--- src/rtl/lru_victim_proc_md.sv ---
// Tree pseudo-LRU replacement for a set-associative cache: one-cycle lookup of
// the hit way or the victim way, holding the set until the missed line is filled.
module lru_victim_proc_md #(
    parameter int ASSOC     = 8,
    parameter int ASSOC_WID = 3,
    parameter int INDEX_WID = 6
) (
    input  logic                 clk,
    input  logic                 rst_n,
    input  logic                 cmd_rd,
    input  logic                 cmd_wr,
    input  logic [INDEX_WID-1:0] index_proc,
    input  logic [ASSOC-1:0]     access_blk_proc,
    input  logic [ASSOC-1:0]     invalid_blk_proc,
    input  logic                 fill_done,
    input  logic [ASSOC_WID-1:0] fill_way,
    output logic                 busy,
    output logic                 rsp_valid,
    output logic                 hit,
    output logic [ASSOC_WID-1:0] hit_way,
    output logic [ASSOC_WID-1:0] victim_way,
    output logic                 multi_hit_err
);
    localparam int NUM_SETS = 2**INDEX_WID;

    typedef enum logic [1:0] {IDLE, LOOKUP, MISS_WAIT} state_t;

    state_t               state, state_nxt;
    logic [INDEX_WID-1:0] idx_q;
    logic [ASSOC-1:0]     match_q, inv_q;
    logic [ASSOC-2:0]     tree [NUM_SETS];
    logic                 cmd, lookup, any_match;
    logic [ASSOC_WID-1:0] hit_enc, victim_enc;

    function automatic logic [ASSOC_WID-1:0] lowest(input logic [ASSOC-1:0] v);
        lowest = '0;
        for (int i = ASSOC-1; i >= 0; i--)
            if (v[i]) lowest = i[ASSOC_WID-1:0];
    endfunction

    // Walk root to leaf; a 0 bit steers toward the lower child (2n+1).
    function automatic logic [ASSOC_WID-1:0] tree_victim(input logic [ASSOC-2:0] t);
        int n;
        n = 0;
        tree_victim = '0;
        for (int l = ASSOC_WID-1; l >= 0; l--) begin
            tree_victim[l] = t[n[ASSOC_WID-1:0]];
            n = 2*n + 1 + int'(t[n[ASSOC_WID-1:0]]);
        end
    endfunction

    // Every node on w's path is pointed at the sibling subtree of w.
    function automatic logic [ASSOC-2:0] tree_update(input logic [ASSOC-2:0] t,
                                                     input logic [ASSOC_WID-1:0] w);
        int n;
        n = 0;
        tree_update = t;
        for (int l = ASSOC_WID-1; l >= 0; l--) begin
            tree_update[n[ASSOC_WID-1:0]] = ~w[l];
            n = 2*n + 1 + int'(w[l]);
        end
    endfunction

    assign cmd       = cmd_rd | cmd_wr;
    assign lookup    = (state == LOOKUP);
    assign any_match = |match_q;
    assign hit_enc   = lowest(match_q);
    assign victim_enc = (|inv_q) ? lowest(inv_q) : tree_victim(tree[idx_q]);

    always_ff @(posedge clk or negedge rst_n) begin
        if (!rst_n) state <= IDLE;
        else        state <= state_nxt;
    end

    always_comb begin
        state_nxt = state;
        case (state)
            IDLE:      if (cmd) state_nxt = LOOKUP;
            LOOKUP:    state_nxt = any_match ? IDLE : MISS_WAIT;
            MISS_WAIT: if (fill_done) state_nxt = IDLE;
            default:   state_nxt = IDLE;
        endcase
    end

    always_ff @(posedge clk or negedge rst_n) begin
        if (!rst_n) begin
            idx_q   <= '0;
            match_q <= '0;
            inv_q   <= '0;
        end else if (state == IDLE && cmd) begin
            idx_q   <= index_proc;
            match_q <= access_blk_proc;
            inv_q   <= invalid_blk_proc;
        end
    end

    always_ff @(posedge clk or negedge rst_n) begin
        if (!rst_n) begin
            for (int s = 0; s < NUM_SETS; s++) tree[s] <= '0;
        end else if (lookup && any_match) begin
            tree[idx_q] <= tree_update(tree[idx_q], hit_enc);
        end else if (state == MISS_WAIT && fill_done) begin
            tree[idx_q] <= tree_update(tree[idx_q], fill_way);
        end
    end

    // Outputs decode from state so reset clears them without waiting for a clock.
    assign busy          = (state != IDLE);
    assign rsp_valid     = lookup;
    assign hit           = lookup & any_match;
    assign hit_way       = (lookup & any_match) ? hit_enc : '0;
    assign victim_way    = (lookup & ~any_match) ? victim_enc : '0;
    assign multi_hit_err = lookup & (|(match_q & (match_q - ASSOC'(1))));

endmodule

--- config.mk ---
export PLATFORM = sky130hd
export DESIGN_NAME = lru_victim_proc_md
export DESIGN_NICKNAME = d
export VERILOG_FILES = /design/src/rtl/lru_victim_proc_md.sv
export SDC_FILE = /design/constraint.sdc
export NUM_CORES = 1
export LEC_CHECK = 0
export ABC_AREA = 1
export BUFFER_PORTS_ARGS = -buffer_cell sky130_fd_sc_hd__buf_2
export CAP_MARGIN = 20
export CORE_AREA = 2 2 202 204
export CTS_BUF_LIST = sky130_fd_sc_hd__clkbuf_8
export CTS_CLUSTER_SIZE = 16
export DETAILED_ROUTE_END_ITERATION = 6
export DIE_AREA = 0 0 204 206
export PLACE_DENSITY = 0.78
export SYNTH_ARGS = -nofsm -noshare
export SYNTH_HDL_FRONTEND = slang
export SYNTH_SLANG_ARGS = --single-unit
--- constraint.sdc ---
create_clock -name clk -period 2.6 [get_ports clk]
set_input_delay 0.52 -clock clk [delete_from_list [all_inputs] [get_ports clk]]
set_output_delay 0.52 -clock clk [all_outputs]
set_load 0.05 [all_outputs]
==> flow_summary.toml, run 1 <==
[outcome]
status = "finished, violations left"
violations = "setup timing"

[global_routing]
grt.overflow.total = 0
grtUsageTotal_pct = 36.4
grt_pass1_vias = 21700
grt_pass1_wl_um = 118000
grt_max_degree = 72
antenna_found_initial = 0

[synthesis]
synth_simple_gate_area_share_pct = 29.1
avgSynthCellArea_um2 = 7.29
synth_cell_types = 37
ys_ff_latch = 472
ys.flop_type = "dfrtp_1"
ys_seq_area_share_pct = 50.7
synth_fp_nets = 3236
yosys_warnings = 0
synth-compound-area-share_pct = 11.1
synth-xor-area-share_pct = 0
syn-cell-area_um2 = 23300
yosysTopAreaCell = "dfrtp_1"
yosysTopAreaCellShare_pct = 50.7
synth_edf_count = 0
synthTopCellsByCount = "1,352 x nand2_1, 472 x dfrtp_1, 317 x o21ai_0"
synthAdderAreaFrac_pct = 0.483
synthArstFlopShare_pct = 100
syn_inst = 3197
synth.most_common_cell = "nand2_1"
synth_top_family_by_area = "simple AND/OR/NAND/NOR gates"
synthTopCellsByArea = "dfrtp_1 51%, nand2_1 22%, o21ai_0 6.8%"
synth_mux_area_share_pct = 0.730

[setup_path]
end_kind = "output pin"
path_delay_family = "buffers and inverters"
rrSetupSlack_ns = -0.42
worstRegToRegCells = 20
max_stage_delay_ns = 0.52
crit_required_ns = 2.08
crit_path_start_kind = "register"
crit_path_top_delay_cell = "dfrtp_4"
crit_path_max_fanout = 8
cp.arrival_ns = 3.24
cp_cell_sequence = "buf_6, buf_6, clkinv_8, buf_12, nand2_1, nand3_1, nand2_1, o21ai_2, nand2_1, nor2_1, nand2_2, nand2_2, inv_2, buf_4, o21bai_1, buf_4, a21oi_4, buf_6"
cp_num_buf_inv = 8
reg2reg_from = "idx_q[0]$_DFFE_PN0P_"
critPathKind = "reg2out"
r2r-end = "tree[64]$_DFFE_PN0P_"

[sta]
rsz0062_at_grt = "true"
tightest_slew_ns = 0.687
hold_violations = 0
final.setup.worst_slack_ns = -1.16
finalHoldWorstSlack_ns = 0.0472
slew_violations = 0
maxSlewHeadroom_pct = 54.1
final.period_utilization_pct = 145
setup_violations = 390
finalCriticalPeriod_ns = 3.76
finalSetupTns_ns = -101.41
fin_worst_skew_ns = 0.0523
fmax_mhz = 266

[floorplan]
die_area_um2 = 42000
fp-row-count = 74
die_y_um = 206
boundaryPins = 40
die_x_um = 204
start_util_pct = 58.0
core-area_um2 = 40200

[route]
vias_per_cell = 5.79
drt-total-wl_um = 80500
first_pass_iters = 6
drc = 0
detail_route.wl_per_cell_um = 20.1
via_count = 23200
drtIter0Drc = 2729
ant_nets = 0

[placement]
portBuffers = 39
dp_cells = 3808
dp_hpwl_um = 49200
dpl_cell_area_um2 = 25600
place_ws_ns = -0.750
gp_congestion = 0.985

[finish]
antenna_cells = 0
final_util_pct = 72.5
fin_area_um2 = 29100
drive_gt1_share_pct = 18.3
fin_nets = 3462
area_growth_pct = 25.0
final_cells = 4011

[clocking]
clock-root-buffer = "clkbuf_8"
cts_buffers = 79
clock_path_buffers = 3
tritoncts = "yes"
clk_pin_slew_ns = 0.06
worstSkewPairLatency_ns = 0.71
htreeDepth = 3
cts.sinks = 472

[power_and_ir_drop]
p_leak_nw = 14.9
p_per_area_nw_per_um2 = 1120
peakVddDrop_v = 0.000697
power_mw = 32.7

[min_path]
hp-start = "invalid_blk_proc[6]"
min_to = "inv_q[6]$_DFFE_PN0P_"
hold_depth = 3
hold_class = "in2reg"

[job]
drv_cap = 0
==> layer usage <==
metal	wire length [um]	share of wire, %	vias up	track usage, %
met1	30500	38	11000	47.9
met4	5260	6.5	0	20.1
met2	36100	45	1411	56.5
met3	8700	11	386	8.07
li1	-	-	10400	-
met5	0	0	-	0
==> cells in the final DEF (no fill, tap or decap), types with 4 or more instances in the layout <==
cell type   count
nand3b_1        7
nand4_1        11
nand2_2        61
nor3_2          8
or2_2           4
nand3_2         5
clkinv_2        8
inv_8           4
o21ai_0       253
nor2_1        201
o21ai_2        44
buf_16         13
clkbuf_16      13
dfrtp_1       468
o21ai_1       107
clkbuf_8      101
buf_12         51
inv_2          11
or2_4           4
nand2_1      1293
buf_8           7
ha_1            8
buf_2          33
clkinvlp_4      5
buf_6          31
nand3_1        88
mux2i_1        17
buf_4         164
nor2_4         23
a21oi_1        84
o21ai_4         4
nor2_2         22
inv_1         288
==> worst max-delay path by stage <==
stage / start / endpoint / slack, ns / cells past startpoint
after detailed placement: idx_q[0]$_DFFE_PN0P_ / victim_way[1] / -0.75 / 15
after CTS: idx_q[0]$_DFFE_PN0P_ / victim_way[1] / -1.23 / 17
after global placement: idx_q[0]$_DFFE_PN0P_ / victim_way[0] / -0.73 / 17
after global routing: idx_q[0]$_DFFE_PN0P_ / victim_way[0] / -1.28 / 21
final: idx_q[0]$_DFFE_PN0P_ / victim_way[1] / -1.16 / 18
after floorplan: idx_q[0]$_DFFE_PN0P_ / victim_way[0] / -0.11 / 20
==> layout make-up <==
cell class | instances | area, um^2
clock buffer | 101 | 1390
clock inverter | 36 | 211
fill | 3011 | 11100
inverter | 284 | 1100
multi-input combinational | 2268 | 10300
sequential | 472 | 11800
tap | 532 | 666
timing repair buffer | 315 | 3600
timing repair inverter | 3 | 38.8
==> tightest hold or removal path, delay by kind of cell <==
family / cells / cell delay (ns)
and+or+nand+nor: 2 / 0.09
buffers and inverters: 1 / 0.07
==> kinds of logic after synthesis <==
kind of cell | count (synthesis)
flip-flops | 472
AO/OA/AOI/OAI | 508
buffers and inverters | 457
AND/OR/NAND/NOR | 1734
multiplexers | 17
adder cells (fa/ha/maj) | 9
==> flip-flops by register name, summed over array words and instances, names as in the netlist <==
signal,count
tree,448
idx_q,6
inv_q,8
state,2
match_q,8
==> power breakdown <==
| group | total (mW) | internal (mW) | switching [mW] |
|---|---|---|---|
| Combinational | 14.3 | 5.79 | 8.48 |
| Sequential | 11.6 | 10.0 | 1.63 |
| Clock | 6.83 | 3.60 | 3.23 |
| Total | 32.7 | 19.4 | 13.3 |
==> what timing repair did <==
action                                 CTS  global route
cloned                                  12            16
resized for setup                      126           206
endpoints found under the hold margin   47             0
hold buffers                             1             0
pin swaps                               23            72
setup endpoints to repair              391           455
setup buffers                           18            25
Note: power is estimated with default switching activity, not from simulation.
==> run 2, diff against run 1 <==
- CORE_AREA: 2 2 202 204 -> 2 2 260 159
- DIE_AREA: 0 0 204 206 -> 0 0 262 161
==> run 2 against run 1 <==
Effect of this change:
- the run still ends with setup timing left
- clock skew is 0.027 ns lower
- flip-flop and latch count stayed put
- routed wire length is 3.1% lower
- hold slack better by 0.025 ns
- sequential power hardly changed
- final cell count is 1.4% lower
- die area is 0.38% higher
- core utilization is 3.1 points lower
- combinational power is 11% lower
- first-iteration DRC count is 12% higher
- power is 7.6% lower
- setup slack worse by 0.13 ns
==> flow_summary.toml, run 2 (synthesis gave the netlist of run 1 again) <==
[outcome]
status = "finished, violations left"
violations = "setup timing"

[setup_path]
reg2reg_from = "idx_q[0]$_DFFE_PN0P_"
cp_num_buf_inv = 4
cp.arrival_ns = 3.37
rrSetupSlack_ns = -0.62
max_stage_delay_ns = 0.58
r2r-end = "tree[435]$_DFFE_PN0P_"
cp_common_cell = "nor2_1"
end_kind = "output pin"
critPathKind = "reg2out"
crit_path_top_delay_cell = "dfrtp_4"
crit_path_start_kind = "register"
path_delay_family = "simple AND/OR/NAND/NOR gates"
crit_required_ns = 2.08
worstRegToRegCells = 20
crit_path_max_fanout = 9
cp_cell_sequence = "buf_12, buf_12, buf_6, nor2_1, nand3b_1, nand2_1, nor2_1, nor2_1, nor2_1, nand2_1, nor2_4, nor2_1, nand2_1, nand3_1, nand2_1, nand2_2, a21oi_4, buf_6"

[floorplan]
core-area_um2 = 39900
start_util_pct = 58.4
die_area_um2 = 42200
boundaryPins = 40
fp-row-count = 57
die_x_um = 262
die_y_um = 161

[min_path]
hp-start = "invalid_blk_proc[3]"
hold_class = "in2reg"
min_to = "inv_q[3]$_DFFE_PN0P_"
hold_depth = 3

[global_routing]
antenna_found_initial = 0
grt_max_degree = 90
grt.overflow.total = 0
grt_pass1_wl_um = 119000
grt_pass1_vias = 21400
grtUsageTotal_pct = 36.9

[finish]
drive_gt1_share_pct = 13.7
largest-register = "tree"
final_common_cell = "nand2_1"
layout_common_cells = "1,327 x nand2_1, 470 x dfrtp_1, 298 x inv_1"
final_util_pct = 69.4
antenna_cells = 0
top_regs = "tree (448), inv_q (8), match_q (8)"
fin_nets = 3415
area_growth_pct = 18.9
largest_reg_flops = 448

[sta]
final.setup.worst_slack_ns = -1.29
finalCriticalPeriod_ns = 3.89
setup_violations = 432
fin_worst_skew_ns = 0.0256
final.period_utilization_pct = 150
hold_violations = 0
tightest_slew_ns = 0.646
finalSetupTns_ns = -138.69
rsz0062_at_grt = "true"
maxSlewHeadroom_pct = 56.9
slew_violations = 0
fmax_mhz = 257
finalHoldWorstSlack_ns = 0.0720

[clocking]
clock_path_buffers = 3
cts.sinks = 472
worstSkewPairLatency_ns = 0.66
tritoncts = "yes"
clock-root-buffer = "clkbuf_8"
htreeDepth = 3
cts_buffers = 71
clk_pin_slew_ns = 0.06

[power_and_ir_drop]
p_per_area_nw_per_um2 = 1090
peakVddDrop_v = 0.000663
p_leak_nw = 14.3

[route]
drt-total-wl_um = 78000
detail_route.wl_per_cell_um = 19.7
vias_per_cell = 5.71
first_pass_iters = 6
drtIter0Drc = 3055
drc = 0
ant_nets = 0
via_count = 22600

[placement]
dp_hpwl_um = 52200
portBuffers = 39
gp_congestion = 0.987

[job]
drv_cap = 0
[run 2: cell types whose count changed in the layout (fill, tap and decap cells not counted), sizes merged]
cell and change:
clkbuf -25, clkinv -2, inv +5, clkinvlp -2, bufbuf -1, buf -29
[run 2: cell type report]
class,instances,area [um^2]
clock inverter,39,194
tap,531,664
timing repair inverter,1,16.3
clock buffer,83,1140
sequential,472,11800
timing repair buffer,278,2880
fill,3179,12200
inverter,284,1080
multi-input combinational,2268,9920
[run 2: layer usage]
layer	vias to the layer above	routed length, um	GRT usage, %
met4	0	2480	11.9
met3	195	9890	10.3
met1	10800	33000	54.8
met2	1306	32700	52.4
li1	10300	-	-
met5	-	0	0
[run 2: repair_timing]
item	CTS	global route
setup buffers	8	7
gates resized for setup	95	84
pin swaps	8	11
gates cloned	2	9
endpoints found under the setup margin	391	455
hold buffers	1	0
endpoints found under the hold margin	51	0
[run 2: worst max path at each step]
stage | from | end | slack [ns] | depth (start not counted)
floorplan | idx_q[0]$_DFFE_PN0P_ | victim_way[0] | -0.11 | 20
global placement | idx_q[0]$_DFFE_PN0P_ | victim_way[0] | -0.78 | 20
detailed placement | idx_q[0]$_DFFE_PN0P_ | victim_way[0] | -0.77 | 20
CTS | idx_q[1]$_DFFE_PN0P_ | victim_way[0] | -1.18 | 19
global route | idx_q[0]$_DFFE_PN0P_ | victim_way[0] | -1.39 | 18
finish | idx_q[0]$_DFFE_PN0P_ | victim_way[0] | -1.29 | 18
[run 2: per-stage QoR]
stage          instances  area, um^2  total power [mW]  worst slack, ns
2_1_floorplan       3197       23400              17.8           -0.107
3_3_place_gp        3807       25600              22.2           -0.781
3_5_place_dp        3807       25600              22.7           -0.774
4_1_cts             3940       27300              29.2            -1.18
5_1_grt             3956       27700              31.9            -1.39
6_report            3956       27700              30.3            -1.29
[run 2: worst register-to-register path, stage by stage, from the launching register on]
cell and delay (ns):
dfrtp_4 0.58, buf_12 0.19, buf_12 0.15, buf_6 0.14, nor2_1 0.11, nand3b_1 0.12
nand2_1 0.08, nor2_1 0.09, nor2_1 0.05, nor2_1 0.20, nand2_1 0.14, nor2_4 0.14
buf_4 0.12, buf_6 0.10, nand2_1 0.06, nand3_1 0.08, o211ai_1 0.14, nand2_4 0.22
buf_4 0.16, buf_12 0.13, o21ai_0 0.08
[run 2: report_power, final]
part           total (mW)  internal (mW)  switching (mW)  leakage, nW
combinational        12.7           4.80            7.89         7.26
clock                5.97           3.00            2.98        0.792
sequential           11.6           10.0            1.60         6.26
